**src/rtl/ahb_slave_mem_if.sv**
```systemverilog
// rtl/ahb_slave_mem_if.sv - AHB-Lite signal bundle between a bus master and ahb_slave_mem
interface ahb_slave_mem_if;
    logic [31:0] Haddr;
    logic [1:0]  Htrans;
    logic        Hwrite;
    logic [31:0] Hwdata;
    logic        Hreadyin;
    logic        Hreadyout;
    logic [1:0]  Hresp;
    logic [31:0] Hrdata;

    modport slave (
        input  Haddr, Htrans, Hwrite, Hwdata, Hreadyin,
        output Hreadyout, Hresp, Hrdata
    );

    modport master (
        output Haddr, Htrans, Hwrite, Hwdata, Hreadyin,
        input  Hreadyout, Hresp, Hrdata
    );
endinterface

```
**src/rtl/ahb_slave_mem.sv**
```systemverilog
// rtl/ahb_slave_mem.sv - AHB-Lite word-addressed register bank slave with wait states and ERROR response
module ahb_slave_mem #(
    parameter logic [31:0] BASE_ADDR   = 32'h8000_0000,
    parameter int          DEPTH       = 16,
    parameter int          WAIT_STATES = 0
) (
    input  logic           Hclk,
    input  logic           Hreset,
    ahb_slave_mem_if.slave bus
);
    localparam int          AW      = (DEPTH > 1) ? $clog2(DEPTH) : 1;
    localparam logic [31:0] SPAN    = 32'(4 * DEPTH);
    localparam logic [3:0]  WS_LOAD = 4'(WAIT_STATES - 1);

    typedef enum logic [2:0] {
        S_IDLE,
        S_WAIT,
        S_DONE,
        S_ERR1,
        S_ERR2
    } state_t;

    state_t          r_state;
    logic [3:0]      r_cnt;
    logic [AW-1:0]   r_idx;
    logic            r_write;
    logic            r_hreadyout;
    logic [1:0]      r_hresp;
    logic [31:0]     r_mem [DEPTH];

    logic [31:0]     w_offset;
    logic            w_err;
    logic            w_accept;
    logic            w_unused;

    assign w_offset = bus.Haddr - BASE_ADDR;
    assign w_err    = (bus.Haddr[1:0] != 2'b00) || (bus.Haddr < BASE_ADDR) || (w_offset >= SPAN);
    // Only an open data phase (Hreadyout high) may overlap a new address phase.
    assign w_accept = bus.Hreadyin && bus.Htrans[1] && r_hreadyout;
    assign w_unused = bus.Htrans[0];

    always_ff @(posedge Hclk) begin
        if (Hreset) begin
            r_state     <= S_IDLE;
            r_cnt       <= 4'd0;
            r_idx       <= '0;
            r_write     <= 1'b0;
            r_hreadyout <= 1'b1;
            r_hresp     <= 2'b00;
        end else if (w_accept) begin
            r_idx   <= w_offset[AW+1:2];
            r_write <= bus.Hwrite;
            if (w_err) begin
                r_state     <= S_ERR1;
                r_hreadyout <= 1'b0;
                r_hresp     <= 2'b01;
            end else if (WAIT_STATES == 0) begin
                r_state     <= S_DONE;
                r_hreadyout <= 1'b1;
                r_hresp     <= 2'b00;
            end else begin
                r_state     <= S_WAIT;
                r_cnt       <= WS_LOAD;
                r_hreadyout <= 1'b0;
                r_hresp     <= 2'b00;
            end
        end else begin
            case (r_state)
                S_WAIT: begin
                    if (r_cnt == 4'd0) begin
                        r_state     <= S_DONE;
                        r_hreadyout <= 1'b1;
                    end else begin
                        r_cnt <= r_cnt - 4'd1;
                    end
                end
                S_ERR1: begin
                    r_state     <= S_ERR2;
                    r_hreadyout <= 1'b1;
                    r_hresp     <= 2'b01;
                end
                default: begin
                    r_state     <= S_IDLE;
                    r_hreadyout <= 1'b1;
                    r_hresp     <= 2'b00;
                end
            endcase
        end
    end

    // Write commits at the end of DONE, so a back-to-back read sees it.
    always_ff @(posedge Hclk) begin
        if (Hreset) begin
            for (int i = 0; i < DEPTH; i++) begin
                r_mem[i] <= 32'd0;
            end
        end else if ((r_state == S_DONE) && r_write) begin
            r_mem[r_idx] <= bus.Hwdata;
        end
    end

    assign bus.Hreadyout = r_hreadyout;
    assign bus.Hresp     = r_hresp;
    assign bus.Hrdata    = ((r_state == S_DONE) && !r_write) ? r_mem[r_idx] : 32'd0;
endmodule

```
**src/flat_wrapper.sv**
```systemverilog
// flat-port wrapper written by rule: the top's interface ports become plain ports
module ahb_slave_mem_flat 
#(
    parameter logic [31:0] BASE_ADDR   = 32'h8000_0000,
    parameter int          DEPTH       = 16,
    parameter int          WAIT_STATES = 0
)
  (Hclk, Hreset, bus_Haddr, bus_Htrans, bus_Hwrite, bus_Hwdata, bus_Hreadyin, bus_Hreadyout, bus_Hresp, bus_Hrdata);
  ahb_slave_mem_if bus_i ();
  input  logic Hclk;
  input  logic Hreset;
  input wire logic [$bits(bus_i.Haddr)-1:0] bus_Haddr;
  input wire logic [$bits(bus_i.Htrans)-1:0] bus_Htrans;
  input wire logic [$bits(bus_i.Hwrite)-1:0] bus_Hwrite;
  input wire logic [$bits(bus_i.Hwdata)-1:0] bus_Hwdata;
  input wire logic [$bits(bus_i.Hreadyin)-1:0] bus_Hreadyin;
  output wire logic [$bits(bus_i.Hreadyout)-1:0] bus_Hreadyout;
  output wire logic [$bits(bus_i.Hresp)-1:0] bus_Hresp;
  output wire logic [$bits(bus_i.Hrdata)-1:0] bus_Hrdata;
  assign bus_i.Haddr = bus_Haddr;
  assign bus_i.Htrans = bus_Htrans;
  assign bus_i.Hwrite = bus_Hwrite;
  assign bus_i.Hwdata = bus_Hwdata;
  assign bus_i.Hreadyin = bus_Hreadyin;
  assign bus_Hreadyout = bus_i.Hreadyout;
  assign bus_Hresp = bus_i.Hresp;
  assign bus_Hrdata = bus_i.Hrdata;
  ahb_slave_mem #(.BASE_ADDR(BASE_ADDR), .DEPTH(DEPTH), .WAIT_STATES(WAIT_STATES)) u_core (.Hclk(Hclk), .Hreset(Hreset), .bus(bus_i));
endmodule
```
**config.mk**
```make
export PLATFORM = sky130hd
export DESIGN_NAME = ahb_slave_mem_flat
export DESIGN_NICKNAME = d
export VERILOG_FILES = /design/src/rtl/ahb_slave_mem_if.sv /design/src/rtl/ahb_slave_mem.sv /design/src/flat_wrapper.sv
export SDC_FILE = /design/constraint.sdc
export NUM_CORES = 1
export LEC_CHECK = 0
export CAP_MARGIN = 0
export CORE_MARGIN = 2
export CORE_UTILIZATION = 60
export CTS_CLUSTER_DIAMETER = 80
export DETAILED_ROUTE_END_ITERATION = 6
export PLACE_DENSITY_LB_ADDON = 0.3
export REMOVE_ABC_BUFFERS = 1
export SYNTH_ARGS = -nofsm -noshare
export SYNTH_HDL_FRONTEND = slang
export SYNTH_SLANG_ARGS = --single-unit
```
**constraint.sdc**
```tcl
create_clock -name Hclk -period 3.18 [get_ports Hclk]
set_input_delay 0.795 -clock Hclk [delete_from_list [all_inputs] [get_ports Hclk]]
set_output_delay 0.795 -clock Hclk [all_outputs]
set_load 0.03 [all_outputs]
```
==> impl_metrics.py, run 1 <==
metrics = {
    "final_layout": {
        "drive_gt1_frac": 0.233,
        "finalInstanceArea_um2": 28300,
        "fin_cells": 2238,
        "post-route-util": 0.727,
        "nets": 1747,
        "syn2layout_area_growth_pct": 18.8,
        "layout_common_cells": "and2_1 (512), edfxtp_1 (512), mux4_2 (128)",
        "fillers": 2367,
    },
    "placed_design": {
        "hpwl_um": 32600,
        "postPlaceCellArea_um2": 26300,
        "place_inst": 2106,
        "routabilityCongestion": 0.793,
        "portBuffers": 102,
    },
    "synthesis": {
        "yosysWarnings": 0,
        "ys_ff_latch": 530,
        "synth_edf_count": 512,
        "async_flop_share": 0,
        "synth_flop_cell": "edfxtp_1",
        "synth_area_per_cell_um2": 15.5,
        "synth_cells": 1534,
        "ys_seq_area_frac": 0.661,
        "synth_cell_types": 41,
        "netlist_area_um2": 23800,
    },
    "power": {
        "total_power_w": 0.0149,
        "max-vdd-ir-drop_mv": 0.365,
        "power.density_nw_per_um2": 526,
        "leakage_nw": 10.3,
    },
    "die": {
        "coreArea_um2": 38900,
        "initial_utilization": 0.612,
        "die-width_um": 203,
        "die-area_um2": 41300,
        "pin_count": 105,
        "rows": 72,
        "die_h_um": 203,
    },
    "timing": {
        "skew_ns": 0.0190,
        "rsz0062_at_grt": "yes",
        "worst_slack_ns": -0.197,
        "finalHoldViolCount": 0,
        "fmax_mhz": 296,
        "setup_viol": 32,
        "relSlewSlack": 0.545,
        "min_period_ns": 3.38,
        "worst_pin_slew_ns": 0.677,
        "slew_violations": 0,
        "period_share": 1.06,
        "setup-tns-final_ns": -3.44,
    },
    "clock_network": {
        "cts_buffers": 52,
        "insertion_delay_ns": 0.60,
        "htreeDepth": 2,
        "root_buffer": "clkbuf_16",
        "clk_path_buf_depth": 3,
        "path_clk_slew_ns": 0.06,
        "cts_tree": "built",
        "clock-sinks": 530,
    },
    "drt": {
        "drt_iter0_drc": 1343,
        "drc_errors": 0,
        "drtPass1Iterations": 5,
        "wl_per_cell_um": 26.2,
        "wirelength_um": 58600,
        "ant_nets": 0,
        "vias_per_cell": 6.24,
        "num_vias": 13955,
    },
    "grt": {
        "track_usage": 0.293,
        "grt_pass1_wl_um": 88000,
        "grt_start_max_net_pins": 69,
        "grt_antenna_before_repair": 2,
        "grt-ovfl-total": 0,
        "grt_pass1_vias": 14638,
    },
    "run": {
        "cap_violations": 0,
    },
    "outcome": {
        "status": "finished with violations",
        "violations": "setup timing",
    },
    "worst_setup_path": {
        "arrival_ns": 2.58,
        "startpoint_type": "register",
        "path_class": "reg2out",
        "end_kind": "primary output",
        "cp.required_ns": 2.38,
        "path_max_fanout": 12,
    },
    "min_path": {
        "hp-class": "reg2reg",
    },
}
state kept, by name, summed over array words and instances (netlist names), named ones only:
name and count:
u_core.r_write 1, u_core.r_idx 4, u_core.r_mem 512, u_core.r_cnt 4
u_core.bus.Hresp 1, u_core.r_state 3, u_core.bus.Hreadyout 1
synthesized netlist by cell type (all sizes together), types with 2 or more instances:
cell type / n / area (µm²)
o21ai: 2 / 10.0
dfxtp: 18 / 360
and2: 512 / 3200
nand3: 5 / 25.0
buf: 20 / 108
clkbuf: 111 / 435
nand2: 11 / 41.3
inv: 70 / 263
a21o: 3 / 22.5
nor4b: 5 / 80.1
mux4: 128 / 2880
nand3b: 2 / 15.0
a221o: 31 / 310
nand2b: 4 / 25.0
nor3: 11 / 80.1
nor2: 9 / 33.8
nand4: 2 / 12.5
edfxtp: 512 / 15400
nor4: 9 / 92.6
o22ai: 31 / 194
a21oi: 10 / 50.1
or2: 16 / 100
worst paths after layout:
kind              depth (start not counted)               from                  to  slack (ns)
setup / recovery                          7           register       bus_Hrdata[7]       -0.20
hold reg to reg                           2    u_core.r_idx[3]            register        0.49
hold / removal                            2    u_core.r_idx[3]            register        0.49
setup reg to reg                          5  u_core.r_state[0]  u_core.r_mem[3][8]        0.93
report_power, final:
part	leakage (nW)	internal (W)	switching [W]
logic	4.09	0.000481	0.000545
clock network	0.790	0.00335	0.00255
registers	5.44	0.00786	0.0000791
total	10.3	0.0117	0.00318
kinds of logic after synthesis:
| kind of cell | Yosys count | share of synthesized area |
|---|---|---|
| compound gates | 79 | 0.0253 |
| xor+xnor | 1 | 0.000368 |
| fa+ha+maj | 1 | 0.000525 |
| buf+inv | 201 | 0.0338 |
| flops | 530 | 0.661 |
| mux | 129 | 0.121 |
| other cells | 1 | 0.000157 |
| simple gates | 592 | 0.158 |
through the flow:
step	hold WS [ns]	worst slack (ns)
after detailed placement	0.479	0.159
after CTS	0.488	-0.194
after global placement	0.477	0.212
final	0.488	-0.197
after global routing	0.522	-0.246
after floorplan	0.446	-4.19
area by class of cell:
class	instances	area, µm²	share of cell area
multi-input combinational	803	7380	0.261
inverter	70	263	0.00929
timing repair buffer	219	2630	0.0928
clock inverter	22	166	0.00588
tap	518	648	0.0229
clock buffer	75	1460	0.0516
sequential	530	15700	0.557
antenna	1	2.50	0.0000885
worst max-delay path, stage by stage, from the launching register on:
cell and delay (ns):
dfxtp_4 0.41, buf_12 0.17, buf_4 0.16, mux4_2 0.51, inv_1 0.07, o22ai_1 0.07, a221o_1 0.40, buf_12 0.19
routing by layer:
layer	global-route usage	wire [µm]	vias up
li1	-	-	5896
met1	0.392	22100	7182
met2	0.483	29000	750
met3	0.0609	5760	125
met4	0.108	1780	2
met5	0	13	-
repair_timing:
item	in CTS	in global routing
pin swaps	2	1
setup buffers	16	18
endpoints found under the setup margin	32	32
hold buffers	0	0
gates resized for setup	22	9
Power figures use the tool's default switching activity.
==> inputs of run 2 (changes only) <==
==> constraint.sdc (replaced) <==
create_clock -name Hclk -period 3.18 [get_ports Hclk]
set_input_delay 0.477 -clock Hclk [delete_from_list [all_inputs] [get_ports Hclk]]
set_output_delay 0.477 -clock Hclk [all_outputs]
set_load 0.03 [all_outputs]
==> run 2 against run 1 <==
Net effect:
- the flow now finishes without violations
- sequential power hardly changed
- die area stayed put
- largest cell class unchanged
- setup slack better by 0.22 ns
- largest power group unchanged
- via count is 3.3% lower
==> impl_metrics.py, run 2 (synthesis results as in run 1) <==
metrics = {
    "outcome": {
        "status": "finished clean",
    },
    "final_layout": {
        "nets": 1691,
        "fillers": 2447,
        "largest_register_ffs": 512,
        "layout_common_cells": "and2_1 (512), edfxtp_1 (512), mux4_2 (128)",
        "syn2layout_area_growth_pct": 15.5,
        "drive_gt1_frac": 0.204,
        "largest_register": "u_core.r_mem",
        "post-route-util": 0.707,
        "reg.largest.list": "u_core.r_mem (512), u_core.r_cnt (4), u_core.r_idx (4)",
    },
    "timing": {
        "skew_ns": 0.0241,
        "fmax_mhz": 317,
        "worst_slack_ns": 0.0212,
        "finalHoldViolCount": 0,
        "min_period_ns": 3.16,
        "worst_pin_slew_ns": 0.744,
        "period_share": 0.993,
        "setup_viol": 0,
        "rsz0062_at_grt": "yes",
        "relSlewSlack": 0.504,
        "slew_violations": 0,
        "hold_slack_ns": 0.472,
    },
    "drt": {
        "drtPass1Iterations": 5,
        "drc_errors": 0,
        "num_vias": 13491,
        "drt_iter0_drc": 1661,
        "wl_per_cell_um": 25.7,
        "ant_nets": 0,
        "wirelength_um": 56000,
        "vias_per_cell": 6.19,
    },
    "worst_setup_path": {
        "path_class": "reg2out",
        "arrival_ns": 2.68,
        "path_max_fanout": 42,
        "reg2reg_slack_ns": 0.71,
        "reg2reg_from": "u_core.r_state[1]",
        "cp.required_ns": 2.70,
        "end_kind": "primary output",
        "reg2reg_to": "u_core.r_mem[12][3]",
        "rr_worst_depth": 5,
        "startpoint_type": "register",
    },
    "power": {
        "leakage_nw": 9.91,
        "max-vdd-ir-drop_mv": 0.511,
        "power.density_nw_per_um2": 529,
    },
    "grt": {
        "busiest_layer": "met2",
        "grt_pass1_wl_um": 84300,
        "grt_start_max_net_pins": 51,
        "grt_antenna_before_repair": 2,
        "grt-ovfl-total": 0,
        "global_route.usage.met3": 0.0567,
        "grt_pass1_vias": 14249,
        "grt_use_met2": 0.461,
        "track_usage": 0.280,
        "use_met1": 0.380,
    },
    "clock_network": {
        "insertion_delay_ns": 0.59,
        "cts_buffers": 52,
        "cts_tree": "built",
        "hold_buffers": 0,
        "clk_path_buf_depth": 3,
        "root_buffer": "clkbuf_16",
        "clock-sinks": 530,
        "htreeDepth": 2,
        "postCtsSetupBuffers": 0,
        "path_clk_slew_ns": 0.06,
    },
    "die": {
        "pin_count": 105,
        "initial_utilization": 0.612,
        "rows": 72,
        "coreArea_um2": 38900,
        "die_h_um": 203,
        "die-width_um": 203,
        "die-area_um2": 41300,
    },
    "min_path": {
        "holdPathEnd": "u_core.r_write",
        "min_from": "bus_Hwrite",
        "hp-class": "in2reg",
        "min_path_cells": 3,
    },
    "placed_design": {
        "routabilityCongestion": 0.775,
        "hpwl_um": 30900,
        "dp_slack_ns": 0.338,
        "portBuffers": 102,
    },
    "run": {
        "cap_violations": 0,
    },
}
[run 2: through the flow]
| stage | instance area [µm²] | total power [W] | TNS [ns] | cells |
|---|---|---|---|---|
| after floorplan | 23300 | 0.00854 | -121.41 | 1403 |
| after global placement | 25900 | 0.00896 | 0 | 2084 |
| after detailed placement | 25900 | 0.00899 | 0 | 2084 |
| after CTS | 27500 | 0.0146 | -0.00294 | 2179 |
| after global routing | 27500 | 0.0149 | -0.198 | 2180 |
| final | 27500 | 0.0145 | 0 | 2181 |
[run 2: worst max-delay path: stages, from the launching register on]
cell and delay [ns]:
dfxtp_4 0.42, buf_16 0.32, mux4_2 0.56, inv_1 0.07, o22ai_1 0.11, a221o_1 0.40, buf_12 0.17
[run 2: power breakdown]
| part | switching (W) | internal [W] |
|---|---|---|
| Sequential | 0.0000850 | 0.00786 |
| Combinational | 0.000510 | 0.000406 |
| Clock | 0.00253 | 0.00316 |
[run 2: routing by layer]
layer  up-vias  share of wire
met2       723           0.50
li1       5787              -
met3        87          0.098
met4         2          0.020
met1      6892           0.38
met5         -        0.00023
[run 2: layout make-up]
type,instances,area (µm²),share of cell area
diodes,2,5.00,0.000182
clock buffers,69,1440,0.0523
clock inverters,26,126,0.00459
inverters,70,263,0.00955
multi-input cells,803,7380,0.268
flip-flops and latches,530,15700,0.572
well taps,518,648,0.0236
repair buffers,163,1900,0.0689
[run 2: worst max-delay path by stage]
stage	to	cells past startpoint
finish	bus_Hrdata[6]	6
global placement	u_core.r_mem[12][15]	5
global route	bus_Hrdata[6]	6
floorplan	bus_Hrdata[30]	3
CTS	bus_Hrdata[30]	5
detailed placement	u_core.r_mem[12][6]	5
[run 2: what timing repair did]
action                     4_1_cts  5_1_grt
pin swaps                        0        0
resized for setup                3       16
setup endpoints to repair       21       24
==> inputs of run 3 (changes only) <==
- DONT_BUFFER_PORTS: unset -> 1
- clock period: 3.18 -> 3.4 ns (I/O delays scaled with it)
==> run 3 against run 2 <==
Net effect:
- count of clock-buffer cells in the layout grew 7
- via count shrank 3.6%
- power shrank 5.6%
- clock power fell by 0.9%
- clock skew decreased by 0.0097 ns
- critical path type unchanged
- critical endpoint is now bus_Hrdata[12]
- largest power group unchanged
==> impl_metrics.py, run 3 (synthesis results as in run 1) <==
metrics = {
    "placed_design": {
        "postPlaceCellArea_um2": 24700,
        "portBuffers": 0,
        "routabilityCongestion": 0.769,
        "hpwl_um": 31300,
    },
    "timing": {
        "worst_pin_slew_ns": 0.841,
        "setup-tns-final_ns": 0,
        "finalHoldViolCount": 0,
        "slew_violations": 0,
        "setup_viol": 0,
        "period_share": 0.960,
        "skew_ns": 0.0144,
        "fmax_mhz": 306,
        "relSlewSlack": 0.439,
        "rsz0062_at_grt": "no",
        "min_period_ns": 3.27,
    },
    "final_layout": {
        "post-route-util": 0.680,
        "layout_common_cells": "and2_1 (512), edfxtp_1 (512), mux4_2 (128)",
        "largest_register": "u_core.r_mem",
        "largest_register_ffs": 512,
        "nets": 1590,
        "multi_input_area_um2": 7370,
        "fillers": 2594,
        "drive_gt1_frac": 0.196,
        "seq_area_um2": 15700,
        "insertedDiodeCount": 0,
        "finalInstanceArea_um2": 26500,
        "reg.largest.list": "u_core.r_mem (512), u_core.r_cnt (4), u_core.r_idx (4)",
        "syn2layout_area_growth_pct": 11.1,
    },
    "power": {
        "leakage_nw": 9.48,
        "power.density_nw_per_um2": 519,
        "max-vdd-ir-drop_mv": 0.329,
    },
    "grt": {
        "grt_pass1_vias": 13724,
        "grt_pass1_wl_um": 84600,
        "grt_antenna_before_repair": 1,
        "grt_start_max_net_pins": 41,
        "grt-ovfl-total": 0,
        "track_usage": 0.283,
    },
    "drt": {
        "wl_per_cell_um": 27.2,
        "wirelength_um": 56600,
        "drc_errors": 0,
        "drtPass1Iterations": 5,
        "drt_iter0_drc": 1421,
        "ant_nets": 0,
        "vias_per_cell": 6.26,
        "num_vias": 13005,
    },
    "clock_network": {
        "cts_tree": "built",
        "path_clk_slew_ns": 0.06,
        "clock-sinks": 530,
        "htreeDepth": 2,
        "cts_buffers": 53,
        "root_buffer": "clkbuf_16",
        "insertion_delay_ns": 0.60,
        "clk_path_buf_depth": 3,
    },
    "die": {
        "die-area_um2": 41300,
        "die_h_um": 203,
        "initial_utilization": 0.612,
        "die-width_um": 203,
        "rows": 72,
        "pin_count": 105,
        "coreArea_um2": 38900,
    },
    "worst_setup_path": {
        "path_class": "reg2out",
        "end_kind": "primary output",
        "cp.required_ns": 2.89,
        "path_max_fanout": 22,
        "reg2reg_slack_ns": 0.71,
        "arrival_ns": 2.76,
        "startpoint_type": "register",
    },
    "run": {
        "cap_violations": 0,
    },
    "min_path": {
        "hp-class": "in2reg",
    },
    "outcome": {
        "status": "finished clean",
    },
}
run 3: what timing repair did:
action                     in CTS  in global routing
gates resized for setup         0                  3
setup endpoints to repair      16                 22
hold endpoints to repair       18                  0
hold buffers                    1                  0
setup buffers                   2                  0
pin swaps                       1                  0
run 3: worst paths after layout:
check,end,start,cells after the start
setup reg to reg,u_core.r_mem[12][7],u_core.r_state[1],5
hold reg to reg,u_core.r_idx[3],u_core.r_idx[3],2
hold / removal,u_core.r_write,bus_Hwrite,2
setup / recovery,bus_Hrdata[12],u_core.r_state[1],6
run 3: final cells by class:
class	count	share of cell area
clock buffers	76	0.0576
clock inverters	20	0.00572
inverters	70	0.00993
multi-input cells	803	0.279
flip-flops and latches	530	0.595
well taps	518	0.0245
repair buffers	61	0.0286
run 3: layer usage:
layer,wire length [µm],up-vias,global-route usage
met2,27700,664,0.466
met1,21700,6629,0.379
li1,-,5589,-
met4,1720,0,0.101
met3,5430,123,0.0615
met5,0,-,0
run 3: metrics by stage:
stage	hold slack (ns)	power, W	setup slack [ns]	cells
after floorplan	0.446	0.00798	-3.69	1403
after global placement	0.458	0.00820	0.554	1979
after detailed placement	0.478	0.00823	0.508	1979
after CTS	0.0397	0.0138	0.0404	2078
after global routing	0.0856	0.0141	0.0711	2078
final	0.0722	0.0137	0.135	2078
run 3: worst max-delay path: stages (launching register included):
cell and delay, ns:
dfxtp_1 0.45, nor4b_4 0.36, nand2b_1 0.32, nor2_4 0.16, buf_4 0.38, a221o_1 0.29, buf_4 0.18
run 3: where the power goes:
part | switching [W] | leakage, nW | internal (W)
sequential | 0.0000895 | 5.44 | 0.00735
clock | 0.00238 | 0.822 | 0.00325
combinational | 0.000384 | 3.22 | 0.000279
